[config.mk]
export PLATFORM = sky130hd
export DESIGN_NAME = fir_filter_seq
export DESIGN_NICKNAME = d
export VERILOG_FILES = /design/src/rtl/fir_filter_pkg.sv /design/src/rtl/fir_mac_unit.sv /design/src/rtl/fir_filter_seq.sv
export SDC_FILE = /design/constraint.sdc
export NUM_CORES = 1
export LEC_CHECK = 0
export ABC_AREA = 1
export CELL_PAD_IN_SITES_DETAIL_PLACEMENT = 1
export CELL_PAD_IN_SITES_GLOBAL_PLACEMENT = 1
export CORE_ASPECT_RATIO = 1.5
export CORE_MARGIN = 5
export CORE_UTILIZATION = 49
export CTS_CLUSTER_SIZE = 12
export DETAILED_ROUTE_END_ITERATION = 16
export PLACE_DENSITY = 0.83
export SLEW_MARGIN = 5
export SYNTH_ARGS = -nofsm -noshare
export SYNTH_HDL_FRONTEND = slang
export SYNTH_SLANG_ARGS = --single-unit
[constraint.sdc]
create_clock -name clk -period 16.1 [get_ports clk]
set_clock_uncertainty 0.2 [all_clocks]
set_input_delay 3.22 -clock clk [delete_from_list [all_inputs] [get_ports clk]]
set_output_delay 3.22 -clock clk [all_outputs]
set_load 0.02 [all_outputs]
[src/rtl/fir_filter_pkg.sv]
// Shared types, widths and coefficient table for the sequential-MAC FIR.
// FIR_SATURATE_EN selects a clamping output stage instead of a wrapping one.
package fir_filter_pkg;

    localparam int TAPS      = 16;
    localparam int DATA_W    = 8;
    localparam int ACC_W     = 20;
    localparam int COEF_FRAC = 7;

    typedef logic signed [DATA_W-1:0] sample_t;
    typedef logic signed [ACC_W-1:0]  acc_t;

    // Symmetric Q1.7 low-pass taps; they sum to 128, so DC gain is one.
    localparam sample_t COEFS [TAPS] = '{
        8'sd1,  8'sd2,  8'sd3,  8'sd5,
        8'sd8,  8'sd11, 8'sd14, 8'sd20,
        8'sd20, 8'sd14, 8'sd11, 8'sd8,
        8'sd5,  8'sd3,  8'sd2,  8'sd1
    };

`ifdef FIR_SATURATE_EN
    localparam acc_t SAT_MAX = acc_t'((2 ** (DATA_W - 1)) - 1);
    localparam acc_t SAT_MIN = acc_t'(-(2 ** (DATA_W - 1)));

    function automatic sample_t scale_out(input acc_t acc);
        acc_t sh;
        sh = acc >>> COEF_FRAC;
        if (sh > SAT_MAX) begin
            return sample_t'(SAT_MAX);
        end
        if (sh < SAT_MIN) begin
            return sample_t'(SAT_MIN);
        end
        return sample_t'(sh);
    endfunction
`else
    function automatic sample_t scale_out(input acc_t acc);
        return sample_t'(acc >>> COEF_FRAC);
    endfunction
`endif

endpackage

[src/rtl/fir_mac_unit.sv]
// Registered signed multiply-accumulate; clear wins over enable.
// Products are formed at accumulator width so no bits are lost.
module fir_mac_unit
    import fir_filter_pkg::*;
(
    input  logic    clk,
    input  logic    rst,
    input  logic    clr,
    input  logic    en,
    input  sample_t sample,
    input  sample_t coef,
    output acc_t    acc
);

    acc_t product;

    assign product = acc_t'(sample) * acc_t'(coef);

    always_ff @(posedge clk) begin
        if (rst || clr) begin
            acc <= '0;
        end else if (en) begin
            acc <= acc + product;
        end
    end

endmodule

[src/rtl/fir_filter_seq.sv]
// 16-tap FIR: phase counter sequences capture, one MAC per clock, then output.
// Output stage clamps when FIR_SATURATE_EN is defined, otherwise wraps.
module fir_filter_seq #(
    parameter int SAMPLE_PERIOD = 20,
    parameter int TAPS          = 16,
    parameter int DATA_W        = 8
) (
    input  logic                     clk,
    input  logic                     rst,
    input  logic signed [DATA_W-1:0] input_sig,
    input  logic                     ready,
    output logic signed [DATA_W-1:0] output_sig
);

    import fir_filter_pkg::*;

    localparam int PH_W  = $clog2(SAMPLE_PERIOD);
    localparam int TAP_W = $clog2(TAPS);

    localparam logic [PH_W-1:0] PH_LAST = PH_W'(SAMPLE_PERIOD - 1);
    localparam logic [PH_W-1:0] PH_EMIT = PH_W'(TAPS + 1);
    localparam logic [PH_W-1:0] PH_TAPS = PH_W'(TAPS);

    logic [PH_W-1:0]  phase;
    logic [PH_W-1:0]  phase_next;
    sample_t          delay [TAPS];
    logic [TAP_W-1:0] tap_idx;
    sample_t          tap_sample;
    sample_t          tap_coef;
    acc_t             acc;
    logic             capture;
    logic             tap_en;
    logic             emit;

    assign capture = ready && (phase == '0);
    assign tap_en  = ready && (phase != '0) && (phase <= PH_TAPS);
    assign emit    = ready && (phase == PH_EMIT);

    always_comb begin
        phase_next = phase + PH_W'(1);
        if (!ready || phase == PH_LAST) begin
            phase_next = '0;
        end
    end

    always_ff @(posedge clk) begin
        if (rst) begin
            phase <= '0;
        end else begin
            phase <= phase_next;
        end
    end

    // Phase p (1..TAPS) works on tap p-1.
    always_comb begin
        tap_idx    = TAP_W'(phase - PH_W'(1));
        tap_sample = delay[tap_idx];
        tap_coef   = COEFS[tap_idx];
    end

    always_ff @(posedge clk) begin
        if (rst) begin
            for (int k = 0; k < TAPS; k++) begin
                delay[k] <= '0;
            end
        end else if (capture) begin
            for (int k = TAPS - 1; k > 0; k--) begin
                delay[k] <= delay[k-1];
            end
            delay[0] <= sample_t'(input_sig);
        end
    end

    // Dropping ready clears the accumulator, discarding a partial sum.
    fir_mac_unit u_mac (
        .clk    (clk),
        .rst    (rst),
        .clr    (!ready || capture),
        .en     (tap_en),
        .sample (tap_sample),
        .coef   (tap_coef),
        .acc    (acc)
    );

    always_ff @(posedge clk) begin
        if (rst) begin
            output_sig <= '0;
        end else if (emit) begin
            output_sig <= DATA_W'(scale_out(acc));
        end
    end

endmodule

# After elaboration in Yosys (flattened, before gate mapping)
# Memories as Yosys holds them, arrays and structs flattened.
# Cells that the tools add are included.
# totals
inputBits	11
memories	2
rom_bits	128
mem_bits_rw	128
regBits	33
# mem_list
memory	words	word_bits	rd	rd_ports_with_merged_regs	write_ports	line_no	text
(no name shown)	16	8	1	0	0	fir_filter_seq.sv:58	tap_coef = COEFS[tap_idx];
delay	16	8	16	0	16	fir_filter_seq.sv:26	sample_t delay [TAPS];
# classes
addsub	3
bitwise	17
order_cmp	2
n_mux	23
reduce_logical	11
n_mul	1
n_eq_ne	2
# op_table
cell	count
8-bit two-way mux	18
20-bit adder	1
8-bit by 8-bit multiplier with 16-bit output	1
1-bit bitwise OR	16
5-bit == test (second input constant)	2
5-bit by 1-bit adder with 5-bit output (second input constant)	1
5-bit >= comparator (second input constant)	1
5-bit less-or-equal comparator (second input constant)	1
5-bit zero test	1
1-bit two-way mux	5
4-bit inverter with 5-bit output	1
5-bit nonzero test	1
1-bit logical AND	4
4-bit by 1-bit subtractor with 4-bit output (second input constant)	1
1-bit logical OR	3
2-bit OR reduction	1
1-bit zero test	1

# Depth between registers and ports, before layout
# Gate-level depths: netlist of run 1.
# logic_depth
depth_word	7
mapped_depth	46

# Cells and area by module
# Synthesis of run 1 repeated with hierarchy kept, for this count alone.
# hier_totals
cells_unflattened	1418
area_unflattened_um2	12429.4
# modules_own_cells
module	seq_area_each_um2	cells_per_inst	area_each_um2	n_inst
fir_filter_seq	4103.9	814	7837.5	1
fir_mac_unit	400.4	604	4591.9	1

# Worst setup path before layout of run 1
# No wires, ideal clock.
# synth_timing
kind	in2reg
from	in ready
to	mem delay[0][0] (netlist bit), enable pin
arrival_time_ns	12.199
required_ns	15.108
path_slack_ns	2.908
path_buffers	0
cell_stages	2
cell_sequence	inv_1 o21ai_0
# synth_lines
item	line_no	text
from (decl)	fir_filter_seq.sv:11	input logic ready,
to (decl)	fir_filter_seq.sv:26	

# Final worst setup path of run 1
# layout_timing
from	reg phase[0]
to	reg u_mac.acc[14]
# layout_between
elab_chain_len	7
word_cells_on_any_way	16
classes_between	2 x add/sub; 1 x mul; 1 x order compare; 2 x mux; 1 x bitwise; 7 x reduce/logical; 2 x memory
# layout_lines
item	line_no	text
from (decl)	fir_filter_seq.sv:24	logic [PH_W-1:0] phase;
from (signal assigned)	fir_filter_seq.sv:50	phase <= phase_next;
4-bit by 1-bit subtractor with 4-bit output	fir_filter_seq.sv:56	tap_idx = TAP_W'(phase - PH_W'(1));
4-bit inverter with 5-bit output (implied by the code)	fir_filter_seq.sv:58	
memory read 16 x 8 bit	-	
8-bit two-way mux (implied by the code) (2 in a row)	fir_filter_seq.sv:58	
8-bit by 8-bit multiplier with 16-bit output	fir_mac_unit.sv:17	assign product = acc_t'(sample) * acc_t'(coef);
20-bit adder	fir_mac_unit.sv:23	acc <= acc + product;
to (signal assigned)	fir_mac_unit.sv:23	
to (decl)	fir_mac_unit.sv:12	output acc_t acc
# Several ways; a longest one is shown, not always the timed one. The select of a mux whose other input is x is not followed.
# A chain may end at the register's enable or synchronous reset.

==> flow_summary.yaml, run 1 <==
setup_path:
  r2r_end: "u_mac.acc[14]$_SDFFE_PP0P_"
  worst-r2r-cell-count: 42
  cp.arrival_ns: 8.26
  required_ns: 16.23
  critical_path.startpoint: "phase[0]$_SDFF_PP0_"
  critPathLaunchType: "flop"
  cpPeakStageDelay_ns: 0.54
  path_class: "flop to flop"
  path_max_fanout: 36
  rrSetupSlack_ns: 7.97
  timing.rr.start: "phase[0]$_SDFF_PP0_"
  crit_top_cell: "nand2_1"
  critPathSlowestCell: "fa_1"
  cp-end-kind: "flop"
sta:
  fin_crit_sh: 0.505
  period_minus_slack_ns: 8.13
  worst_pin_slew_ns: 1.06
  fmax_ghz: 0.123
  worst_slew_margin_rel: 0.294
  report.final.setup_viol: 0
  hold_viol_final: 0
  finalSetupTns_ns: 0
  rsz0062_at_grt: "false"
  maxSlewViolCount: 0
global_route:
  grt_first_pass_wirelength_um: 39500
  grt_overflow_total: 0
  gr-usage-all-layers: 0.213
  grt_pass1_vias: 8090
  antenna_found_initial: 0
  grt_max_degree: 103
route:
  num_vias: 7459
  drc: 0
  drt-total-wl_um: 23400
  firstDrtPassIters: 4
  post_drt_wl_per_cell_um: 16.5
  ant_nets: 0
  drt_iter0_drc: 418
  via_per_inst: 5.27
logic_synthesis:
  postSynthAreaPerCell_um2: 8.59
  synth_compound_area_frac: 0.109
  synth_fa_ha_area_frac: 0.126
  synth_xor_area_frac: 0.0178
  synth_nets: 1232
  syn_inst: 1140
  synth_area_um2: 9790
  synth_seq_cells: 156
  synth_seq_area_share: 0.450
  yosysTopAreaCell: "edfxtp_1"
  synthSimpleGateAreaFrac: 0.169
  synth.top_cell.area_share: 0.393
  synth_top_family_by_area: "simple AND/OR/NAND/NOR gates"
  synthFlopType: "edfxtp_1"
  synthDistinctLibCells: 42
  ys_warn_count: 0
  synth_area_leaders: "edfxtp_1 (39%), inv_1 (9.0%), nor2_1 (7.7%)"
  async_reset_ff_frac: 0
  synthMuxAreaShare: 0
  synth_edf_count: 128
layout:
  fillers: 2380
  antennaDiodeCount: 0
  stdcell_area_um2: 10600
  final_common_cell: "inv_1"
  final_cell_mix: "inv_1 (235), nor2_1 (200), edfxtp_1 (128), nand2_1 (103), a21oi_1 (87)"
  nets: 1234
  drive_above_1_share: 0.0675
  area_growth_pct: 8.10
power_and_ir_drop:
  switching_share: 0.364
  sequentialPowerShare: 0.378
  p_sw_uw: 458
  p_leak_uw: 0.00468
  pwr-share-comb: 0.338
  p_per_area_nw_per_um2: 119
  power.clock.fraction: 0.283
  p_int_uw: 802
  ir_worst_vdd_uv: 111
cts:
  cts_root_buf: "clkbuf_16"
  clk_pin_slew_worst_paths_ns: 0.07
  numClockSinks: 156
  cts_resized: 0
  hold_buffers: 0
  cts_buffer_depth: 2
  cts.repair_timing.setup_buffer_count: 0
  cts_buffers: 17
  htreeDepth: 4
  cts_tree: "yes"
  worstSkewPairLatency_ns: 0.43
run:
  timing.max_cap.violations: 0
place:
  io_buffers: 18
  dp_hpwl_um: 16400
  placed_cell_area_um2: 10100
  gp_congestion: 0.891
floorplanning:
  ios: 19
  die_h_um: 183
  rows: 63
  floorplan.initialDensity: 0.497
  fp.dieArea_um2: 23000
  core_area_um2: 19700
  die_w_um: 125
worst_hold_path:
  min_to: "output_sig[0]$_SDFFE_PP0P_"
  min_path_cells: 2
  min_from: "output_sig[0]$_SDFFE_PP0P_"
  worstHoldPathType: "flop to flop"
outcome:
  run_status: "finished clean"
==> cells in the mapped netlist, types with 2 or more instances <==
library cell and instances:
inv_2 19, xnor2_1 9, o21ai_1 32, fa_1 29
edfxtp_1 128, nor2_1 200, nand3_1 56, o21bai_1 2
ha_1 52, o211ai_1 7, a211oi_1 2, o2111ai_1 2
clkbuf_1 2, a21o_1 4, xor2_1 9, a31oi_1 5
o21ai_0 52, a21oi_1 87, nor2_2 3, buf_4 5
buf_6 12, inv_1 235, nand2_1 104, nand2_2 7
buf_2 22, dfxtp_1 28, nand4_1 6, nor2_4 7
==> flip-flops by register name, summed over array words and instances (netlist names) <==
signal	flops
u_mac.acc	15
delay	128
phase	5
output_sig	8
==> cells by family after synthesis <==
kind of cell | Yosys count
AND/OR/NAND/NOR | 389
XOR/XNOR | 19
buffers and inverters | 298
flip-flops | 156
adder cells (fa/ha/maj) | 81
AO/OA/AOI/OAI | 197
==> routing by layer <==
layer / routed length, um / share of wire / track usage
met4: 649 / 0.028 / 0.0816
met3: 545 / 0.023 / 0.0350
met2: 13300 / 0.57 / 0.421
met1: 8930 / 0.38 / 0.224
met5: 0 / 0 / 0
==> power groups by stage <==
stage          clock [uW]  sequential [uW]  combinational [uW]
3_5_place_dp            0              485                 426
3_3_place_gp            0              484                 406
6_report              357              477                 426
2_1_floorplan           0              487                 324
4_1_cts               363              477                 433
5_1_grt               385              479                 486
==> final cells by class <==
class,count,area [um2],area share
clock buffer,19,433,0.0409
clock inverter,13,76.3,0.00721
inverter,256,968,0.0915
multi-input combinational,686,4140,0.391
sequential,156,4410,0.416
tap,260,325,0.0307
timing repair buffer,25,233,0.0220
==> metrics by stage <==
stage	setup WS [ns]	utilization	hold WS [ns]	total power, uW	cells
final	7.97	0.537	0.246	1260	1415
after global routing	7.33	0.537	0.270	1350	1415
after CTS	8.02	0.537	0.251	1270	1415
after detailed placement	8.07	0.511	0.242	911	1383
after global placement	8.36	0.511	0.232	890	1383
after floorplan	2.91	-	0.260	811	1140
==> worst max-delay path by stage <==
stage / to / slack (ns) / cells past startpoint
finish: u_mac.acc[14]$_SDFFE_PP0P_ / 7.97 / 42
global route: u_mac.acc[14]$_SDFFE_PP0P_ / 7.33 / 43
CTS: u_mac.acc[14]$_SDFFE_PP0P_ / 8.02 / 42
detailed placement: u_mac.acc[14]$_SDFFE_PP0P_ / 8.07 / 43
global placement: u_mac.acc[14]$_SDFFE_PP0P_ / 8.36 / 42
floorplan: delay[0][0]$_SDFFCE_PN0P_ / 2.91 / 2
==> worst max-delay path, delay by kind of cell, from the launching register on <==
kind | cells | cell delay (ns)
fa+ha+maj | 8 | 2.81
buf+inv | 11 | 1.86
simple gates | 16 | 1.62
compound gates | 6 | 0.82
flops | 1 | 0.52
xor+xnor | 1 | 0.15
No activity file was read; power rests on OpenSTA's default activity.
==> run 2, diff against run 1 <==
CORE_UTILIZATION = 44   (was 49)
PLACE_DENSITY = 0.79   (was 0.83)
clock period = 6.5 ns   (was 16.1 ns; I/O delays follow)
==> flow_summary.yaml, run 2 (synthesis gave the netlist of run 1 again) <==
worst_hold_path:
  worstHoldPathType: "flop to flop"
floorplanning:
  fp.dieArea_um2: 25400
  core_area_um2: 21800
  die_h_um: 193
  ios: 19
  rows: 66
  floorplan.initialDensity: 0.449
  die_w_um: 132
global_route:
  grt_overflow_total: 0
  grt_pass1_vias: 8245
  grt_first_pass_wirelength_um: 39600
  grt_max_degree: 129
  gr-usage-all-layers: 0.195
  antenna_found_initial: 0
setup_path:
  required_ns: 6.64
  rrSetupSlack_ns: 0.16
  path_max_fanout: 8
  critPathLaunchType: "flop"
  cp.arrival_ns: 6.49
  critical_path_buf_inv_count: 10
  path_class: "flop to flop"
  critPathTopFamily: "adder cells"
  critPathSlowestCell: "fa_1"
  cp-end-kind: "flop"
  cpPeakStageDelay_ns: 0.53
route:
  drt-total-wl_um: 25100
  firstDrtPassIters: 4
  drc: 0
  drt_iter0_drc: 432
  via_per_inst: 5.27
  num_vias: 7743
  ant_nets: 0
  post_drt_wl_per_cell_um: 17.1
place:
  placed_cell_area_um2: 10300
  gp_congestion: 0.898
  dp.cells: 1424
  pre_cts_ws_ns: -0.131
  dp_hpwl_um: 16500
  io_buffers: 18
sta:
  worst_slew_margin_rel: 0.447
  report.final.setup_viol: 0
  rsz0062_at_grt: "true"
  worst_pin_slew_ns: 0.830
  finalSetupTns_ns: 0
  maxSlewViolCount: 0
  hold_viol_final: 0
  fmax_ghz: 0.158
  period_minus_slack_ns: 6.34
  fin_crit_sh: 0.976
  setup_ws_ns: 0.158
layout:
  area_growth_pct: 15.7
  reg_top3: "delay: 128 flops, u_mac.acc: 15 flops, output_sig: 8 flops"
  antennaDiodeCount: 0
  regMostFlops: "delay"
  final_cell_mix: "inv_1 (233), nor2_1 (191), edfxtp_1 (128), nand2_1 (95), a21oi_1 (79)"
  finalNonFillerCells: 1470
  final_common_cell: "inv_1"
  stdcell_area_um2: 11300
  largest_reg_flops: 128
  nets: 1277
  drive_above_1_share: 0.144
run:
  timing.max_cap.violations: 0
power_and_ir_drop:
  p_leak_uw: 0.00495
  p_per_area_nw_per_um2: 311
  finalPower_uw: 3520
  ir_worst_vdd_uv: 273
cts:
  cts_root_buf: "clkbuf_16"
  cts_buffer_depth: 2
  cts_buffers: 17
  clk_pin_slew_worst_paths_ns: 0.07
  worstSkewPairLatency_ns: 0.45
  htreeDepth: 4
  numClockSinks: 156
  cts_tree: "yes"
  hold_buffers: 0
outcome:
  run_status: "finished clean"
[run 2: power by group]
group | total [uW] | internal [uW] | switching, uW
Clock | 1040 | 606 | 430
Combinational | 1300 | 509 | 793
Sequential | 1180 | 1150 | 27.8
Total | 3520 | 2270 | 1250
[run 2: worst paths after layout]
kind / cells past startpoint / startpoint / to
min reg2reg: 2 / output_sig[1]$_SDFFE_PP0P_ / output_sig[1]$_SDFFE_PP0P_
max: 38 / phase[1]$_SDFF_PP0_ / u_mac.acc[14]$_SDFFE_PP0P_
min: 2 / output_sig[1]$_SDFFE_PP0P_ / output_sig[1]$_SDFFE_PP0P_
max reg2reg: 38 / phase[1]$_SDFF_PP0_ / u_mac.acc[14]$_SDFFE_PP0P_
[run 2: layout make-up]
cell class,instances,area (um2)
Inverter,256,978
Multi-Input combinational cell,686,4380
Clock inverter,13,165
Sequential cell,156,4410
Fill cell,2617,10500
Timing Repair Buffer,68,618
Tap cell,272,340
Clock buffer,19,433
[run 2: timing repair]
action                                  4_1_cts  5_1_grt
gates cloned                                  0        0
pin swaps                                     1       24
endpoints found under the setup margin        2        8
resized for setup                            10       61
setup buffers                                 5        9
[run 2: layer usage]
metal  track usage  vias up  routed length, um
li1              -     3709                  -
met1         0.200     3851               9300
met2         0.379      122              14300
met3        0.0329       61                699
met4        0.0914        0                844
met5             0        -                  0
[run 2: through the flow]
step                 util  hold slack, ns
finish              0.519           0.244
global route        0.519           0.266
floorplan               -           0.260
detailed placement  0.474           0.239
CTS                 0.505           0.250
global placement    0.474           0.230
[run 2: worst reg2reg max path: cells and delay by family (launching register included)]
kind	cells	cell delay, ns
AO/OA/AOI/OAI	4	0.61
XOR/XNOR	1	0.21
adder cells (fa/ha/maj)	7	2.54
flip-flops	1	0.34
AND/OR/NAND/NOR	16	1.42
buffers and inverters	10	0.92
==> run 3, diff against run 2 <==
SLEW_MARGIN = not set   (was 5)
==> results of run 3 <==
The final DEF is identical to that of run 2; final timing and power are the same.
